==> src/rtl/exec_unit.sv <==
// exec_unit: execute-stage consumer of the 5-bit aluctrl code.
// One operation per in_valid/in_ready handshake. ALU ops and MFHI/MFLO
// complete in 1 cycle, MULT/MULTU in 2, DIV/DIVU iterate DIV_CYCLES steps.
// Holds architectural HI/LO and returns results via a one-entry buffer.
// Ports:
//   clk, resetn (async active-low), flush (sync cancel)
//   in_valid/in_ready, aluctrl[4:0], src_a[31:0], src_b[31:0]
//   out_valid/out_ready, result[31:0], overflow
//   hi[31:0], lo[31:0] : committed HI/LO registers
module exec_unit #(
  parameter int DIV_CYCLES = 32
) (
  input  logic        clk,
  input  logic        resetn,
  input  logic        flush,
  input  logic        in_valid,
  output logic        in_ready,
  input  logic [4:0]  aluctrl,
  input  logic [31:0] src_a,
  input  logic [31:0] src_b,
  output logic        out_valid,
  input  logic        out_ready,
  output logic [31:0] result,
  output logic        overflow,
  output logic [31:0] hi,
  output logic [31:0] lo
);
  localparam logic [4:0] AND_CONTROL   = 5'b00000;
  localparam logic [4:0] OR_CONTROL    = 5'b00001;
  localparam logic [4:0] ADD_CONTROL   = 5'b00010;
  localparam logic [4:0] SUB_CONTROL   = 5'b00110;
  localparam logic [4:0] SLT_CONTROL   = 5'b00111;
  localparam logic [4:0] MFHI_CONTROL  = 5'b01000;
  localparam logic [4:0] MFLO_CONTROL  = 5'b01001;
  localparam logic [4:0] MULT_CONTROL  = 5'b01010;
  localparam logic [4:0] MULTU_CONTROL = 5'b01011;
  localparam logic [4:0] DIV_CONTROL   = 5'b01100;
  localparam logic [4:0] DIVU_CONTROL  = 5'b01101;

  localparam int CW = $clog2(DIV_CYCLES);

  typedef enum logic [1:0] {IDLE, MUL, DIV} state_t;

  typedef struct packed {
    logic [31:0] a;
    logic [31:0] b;
    logic        sgn;
  } mul_req_t;

  // q shifts the dividend magnitude out while quotient bits shift in
  typedef struct packed {
    logic [31:0] q;
    logic [31:0] r;
    logic [31:0] d;
    logic [31:0] a_orig;
    logic        q_neg;
    logic        r_neg;
    logic        dz;
  } div_ctx_t;

  state_t        state;
  mul_req_t      mreq;
  div_ctx_t      dctx;
  logic [CW-1:0] cnt;

  logic accept, is_mul, is_div, is_sgn;
  assign in_ready = (state == IDLE) && (!out_valid || out_ready) && !flush;
  assign accept   = in_valid && in_ready;
  assign is_mul   = (aluctrl == MULT_CONTROL) || (aluctrl == MULTU_CONTROL);
  assign is_div   = (aluctrl == DIV_CONTROL)  || (aluctrl == DIVU_CONTROL);
  assign is_sgn   = (aluctrl == MULT_CONTROL) || (aluctrl == DIV_CONTROL);

  // single-cycle ALU
  logic [31:0] sum, diff, alu_res;
  logic        alu_ovf;
  assign sum  = src_a + src_b;
  assign diff = src_a - src_b;

  always_comb begin
    alu_res = '0;
    alu_ovf = 1'b0;
    case (aluctrl)
      ADD_CONTROL: begin
        alu_res = sum;
        alu_ovf = (src_a[31] == src_b[31]) && (sum[31] != src_a[31]);
      end
      SUB_CONTROL: begin
        alu_res = diff;
        alu_ovf = (src_a[31] != src_b[31]) && (diff[31] != src_a[31]);
      end
      AND_CONTROL:  alu_res = src_a & src_b;
      OR_CONTROL:   alu_res = src_a | src_b;
      SLT_CONTROL:  alu_res = {31'b0, $signed(src_a) < $signed(src_b)};
      MFHI_CONTROL: alu_res = hi;
      MFLO_CONTROL: alu_res = lo;
      default: ;
    endcase
  end

  // extending to 64 bits makes one unsigned multiply serve both signednesses
  logic [63:0] ext_a, ext_b, prod;
  assign ext_a = mreq.sgn ? {{32{mreq.a[31]}}, mreq.a} : {32'b0, mreq.a};
  assign ext_b = mreq.sgn ? {{32{mreq.b[31]}}, mreq.b} : {32'b0, mreq.b};
  assign prod  = ext_a * ext_b;

  // restoring step; r[31] set means the shifted remainder exceeds 32 bits,
  // which is always >= d, and the 32-bit subtraction still wraps correctly
  logic [31:0] r_sh, r_nx, q_nx, quo, rem;
  logic        ge;
  assign r_sh = {dctx.r[30:0], dctx.q[31]};
  assign ge   = dctx.r[31] || (r_sh >= dctx.d);
  assign r_nx = ge ? (r_sh - dctx.d) : r_sh;
  assign q_nx = {dctx.q[30:0], ge};
  assign quo  = dctx.q_neg ? -q_nx : q_nx;
  assign rem  = dctx.r_neg ? -r_nx : r_nx;

  logic [31:0] mag_a, mag_b;
  assign mag_a = (is_sgn && src_a[31]) ? -src_a : src_a;
  assign mag_b = (is_sgn && src_b[31]) ? -src_b : src_b;

  always_ff @(posedge clk or negedge resetn) begin
    if (!resetn) begin
      state     <= IDLE;
      out_valid <= 1'b0;
      result    <= '0;
      overflow  <= 1'b0;
      hi        <= '0;
      lo        <= '0;
      cnt       <= '0;
      mreq      <= '0;
      dctx      <= '0;
    end else if (flush) begin
      state     <= IDLE;
      out_valid <= 1'b0;
      cnt       <= '0;
    end else begin
      if (out_valid && out_ready) out_valid <= 1'b0;
      case (state)
        IDLE: if (accept) begin
          if (is_mul) begin
            mreq  <= '{a: src_a, b: src_b, sgn: is_sgn};
            state <= MUL;
          end else if (is_div) begin
            dctx  <= '{q: mag_a, r: '0, d: mag_b, a_orig: src_a,
                       q_neg: is_sgn && (src_a[31] ^ src_b[31]),
                       r_neg: is_sgn && src_a[31], dz: (src_b == '0)};
            cnt   <= '0;
            state <= DIV;
          end else begin
            result    <= alu_res;
            overflow  <= alu_ovf;
            out_valid <= 1'b1;
          end
        end
        MUL: begin
          {hi, lo}  <= prod;
          result    <= '0;
          overflow  <= 1'b0;
          out_valid <= 1'b1;
          state     <= IDLE;
        end
        DIV: begin
          dctx.q <= q_nx;
          dctx.r <= r_nx;
          cnt    <= cnt + 1'b1;
          if (cnt == CW'(DIV_CYCLES - 1)) begin
            lo        <= dctx.dz ? 32'hFFFF_FFFF : quo;
            hi        <= dctx.dz ? dctx.a_orig : rem;
            result    <= '0;
            overflow  <= 1'b0;
            out_valid <= 1'b1;
            cnt       <= '0;
            state     <= IDLE;
          end
        end
        default: state <= IDLE;
      endcase
    end
  end
endmodule

==> config.mk <==
export PLATFORM = sky130hd
export DESIGN_NAME = exec_unit
export DESIGN_NICKNAME = d
export VERILOG_FILES = /design/src/rtl/exec_unit.sv
export SDC_FILE = /design/constraint.sdc
export NUM_CORES = 2
export LEC_CHECK = 0
export BUFFER_PORTS_ARGS = -buffer_cell sky130_fd_sc_hd__buf_2
export CAP_MARGIN = 30
export CELL_PAD_IN_SITES_DETAIL_PLACEMENT = 0
export CELL_PAD_IN_SITES_GLOBAL_PLACEMENT = 2
export CORE_ASPECT_RATIO = 0.75
export CORE_MARGIN = 8
export CORE_UTILIZATION = 45
export DETAILED_ROUTE_END_ITERATION = 8
export GPL_ROUTABILITY_DRIVEN = 0
export PLACE_DENSITY_LB_ADDON = 0.1
export SYNTH_ARGS = -nofsm -noshare
export SYNTH_HDL_FRONTEND = slang
export SYNTH_SLANG_ARGS = --single-unit
==> constraint.sdc <==
create_clock -name clk -period 20 [get_ports clk]
set_input_delay 4 -clock clk [delete_from_list [all_inputs] [get_ports clk]]
set_output_delay 4 -clock clk [all_outputs]
set_load 0.02 [all_outputs]
==> summary.md <==
| Metric | Value |
|---|---|
| Total power | 11.60 mW |
| Status | complete, no violations |
| Cts hold-fix bufs | 0 |
| Post-route setup slack | around 9 ns |
| Layout fillers | around 15000 |
| DR vias/cell | approximately 5.5 |
| Max Fclk | roughly 93 MHz |
| Fin nets | between 9000 and 10000 |
| I/O pin count | approximately 170 |
| DP Wirelength | 194500 um |
| GRT Residual Overflow | 0 |
| Drt pass-1 iters | 6 |
| Placed cells | roughly 9600 |
| Mapped Area | a little under 70000 um2 |
| Largest net degree at the start of global routing | between 90 and 100 |
| PostCTS Resize Cnt | 0 |
| Final wirelength | ~240000 um |
| Skew-Pair Late Insertion Delay | about 0.6 ns |
| Seq/Total Area, Yosys | 10.91% |
| Slew Viols, Final | 0 |
| Slowest stage delay, CP | between 0.9 and 1 ns |
| # port buffers | 172 |
| Synthesis-stage register bit count | about 300 |
| First-pass GRT wire length | approximately 370000 um |
| Setup TNS | 0 ns |
| Slowest stage cell, crit path | fa_1 |
| Final instance area | ~73000 um2 |
| Clock Skews | roughly 0.047 ns |
| Vias in the first global route | 55830 |
| PD cells | 158.4 nW/um2 |
| H-Tree Depth | 2 |
| Setup bufs post-CTS | 0 |
| Reg clk slew, reported paths | 0.08 ns |
| Netlist cell types | 87 |
| Initial Util | between 40% and 50% |
| Syn avg cell area | around 9 um2 |
| Die W | about 470 um |
| Num rows | 124 |
| Slew HR | 29.47% |
| CP most frequent cell | fa_1 |
| Max-cap violations | 0 |
| Ratio of cells with drive above 1 in the final layout | between 5 and 6% |
| Post-Synthesis Cells | 7711 |
| Final Cycle Share | a little over half |
| CTS root buf | clkbuf_16 |
| Area of the core | 152400 um2 |
| Post-DP Area | between 70000 and 80000 um2 |
| Final setup violation count | 0 |
| Fin cells | 9678 |
| Mapped Nets | roughly 9700 |
| Num Clock Sinks | approximately 300 |
| Die area | around 170000 um2 |
| Clock buffer count from CTS | 36 |
| CTS tree | built |
| Min Tclk post-route | between 10 and 15 ns |
| Critical Path End Type | flop |
| CP startpoint kind | flop |
| CP max FO | 24 |
| Maximum buffer depth of the clock tree | 3 |
| Final Hold Vio Count | 0 |
| # DRC | 0 |
| Via count | around 53000 |
| Worst Hold Launch | result[22] |
| RSZ-0062 raised after global routing | false |
| Dpl ws | between 9 and 10 ns |
| Fraction of registers with async set/reset | 100.0% |
| Hold WC Path Type | reg -> reg |
| Post-synth EDFFs | 0 |
| Hold WS | about 0.48 ns |
| Worst Tran Pin Value | 1.058 ns |
| WP data required | 20.46 ns |
| Routed Antenna Nets | 0 |
| Initial DRC count | approximately 4300 |
| Setup crit start | mreq[64] |
| WL/cell | approximately 25 um |
| Leak | 37.15 nW |
| Post-layout util | 48.06% |
| Kind of critical path | reg -> reg |
| Peak VDD IR | a little over 0.4 mV |
| Top FF cell, synth | dfrtp_1 |
| Area growth from synthesis to layout | 6.016% |
| Data arrival, critical path | ~11 ns |
| Die Height | 355.3 um |
| Antenna violations before repair | 9 |
| Global-route usage over all layers | 29.06% |
| Syn. warnings | 0 |
| Reg2reg start | mreq[64] |
worst paths after layout:
check	slack, ns	to	depth (start not counted)
setup / recovery	9.23	hi[29]	33
hold / removal	0.48	result[22]	2
setup reg to reg	9.23	hi[29]	33
hold reg to reg	0.48	result[22]	2
max in group asynchronous	14.66	mreq[44]	4
min in group asynchronous	3.35	out_valid	1
critical path, delay by kind of cell, from the launching register on:
kind | cells | cell delay, ns
AO/OA/AOI/OAI | 9 | 1.87
AND/OR/NAND/NOR | 4 | 0.92
adder cells (fa/ha/maj) | 11 | 6.07
XOR/XNOR | 1 | 0.17
buffers and inverters | 8 | 1.08
flip-flops | 1 | 0.52
kinds of logic after synthesis:
group | count (synthesis) | share of synthesized area [%]
AND/OR/NAND/NOR | 1953 | 13.59
buffers and inverters | 2074 | 11.30
multiplexers | 49 | 0.7192
adder cells (fa/ha/maj) | 1871 | 49.34
AO/OA/AOI/OAI | 1172 | 10.46
XOR/XNOR | 291 | 3.690
flip-flops | 301 | 10.91
cells in the final DEF (no fill, tap or decap), types with 48 or more instances in the layout:
cell type and instances:
buf_2 171, fa_1 1422, o22ai_1 49, o21ai_0 407, buf_4 101, a21oi_1 267
nand2_1 923, ha_1 445, nor2_1 177, nor3_1 48, xnor2_1 226, inv_1 1678
xor2_1 65, a21o_1 59, and2_1 581, dfrtp_1 288
Yosys cell counts, types with 9 or more instances:
master	number	share of area (%)
o21ai_1	19	0.14
a221oi_1	24	0.30
ha_1	446	8.1
o22ai_1	49	0.44
nor2b_1	13	0.12
o41ai_1	15	0.19
xor2_1	65	0.82
a31o_2	9	0.11
clkbuf_1	363	2.0
dfrtp_1	301	11
nor4_1	22	0.20
o31ai_1	34	0.37
or3_1	15	0.14
fa_1	1422	41
or2_2	9	0.082
o211ai_1	21	0.23
nand3_1	41	0.30
nand2_1	926	5.0
inv_1	1678	9.1
a211oi_1	20	0.22
and3_1	33	0.30
o21a_1	30	0.33
nor2_1	178	0.97
xnor2_1	226	2.9
or4_1	9	0.098
a31oi_1	43	0.39
a21o_1	59	0.64
a22o_1	10	0.13
a21oi_1	267	1.9
nand4_1	25	0.23
mux2i_1	44	0.64
buf_1	21	0.11
a22oi_1	37	0.40
o21bai_1	29	0.32
nand2b_1	31	0.28
o21ai_0	407	2.9
and2_1	581	5.3
buf_2	11	0.080
nor3_1	52	0.38
metal layers:
metal	track usage (%)	vias to the layer above	share of wire (%)
met5	0	-	0.0054
li1	-	23440	-
met2	45.33	1682	45
met4	5.965	2	2.3
met3	3.858	252	6.4
met1	43.44	27750	46
area by class of cell:
| type | instances | area, um2 | share of cell area, % |
|---|---|---|---|
| Multi-Input combinational cell | 5336 | 53800 | 73.47 |
| Sequential cell | 301 | 7548 | 10.31 |
| Inverter | 1678 | 6299 | 8.602 |
| Tap cell | 2016 | 2522 | 3.445 |
| Timing Repair Buffer | 282 | 1837 | 2.508 |
| Clock buffer | 50 | 1023 | 1.398 |
| Clock inverter | 13 | 188.9 | 0.2580 |
| Antenna cell | 2 | 5.005 | 0.006835 |
sequential cells by signal (all words and copies together) (netlist names), 2 cells and up:
register and count:
dctx 131, mreq 65, hi 32, lo 32, result 32, cnt 5
state 2
where the power goes:
group	switching, mW	internal (mW)	leakage, nW
Sequential	0.250	0.719	4.00
Clock	0.304	0.411	0.591
Combinational	6.42	3.50	32.6
Note: power is estimated with default switching activity, not from simulation.
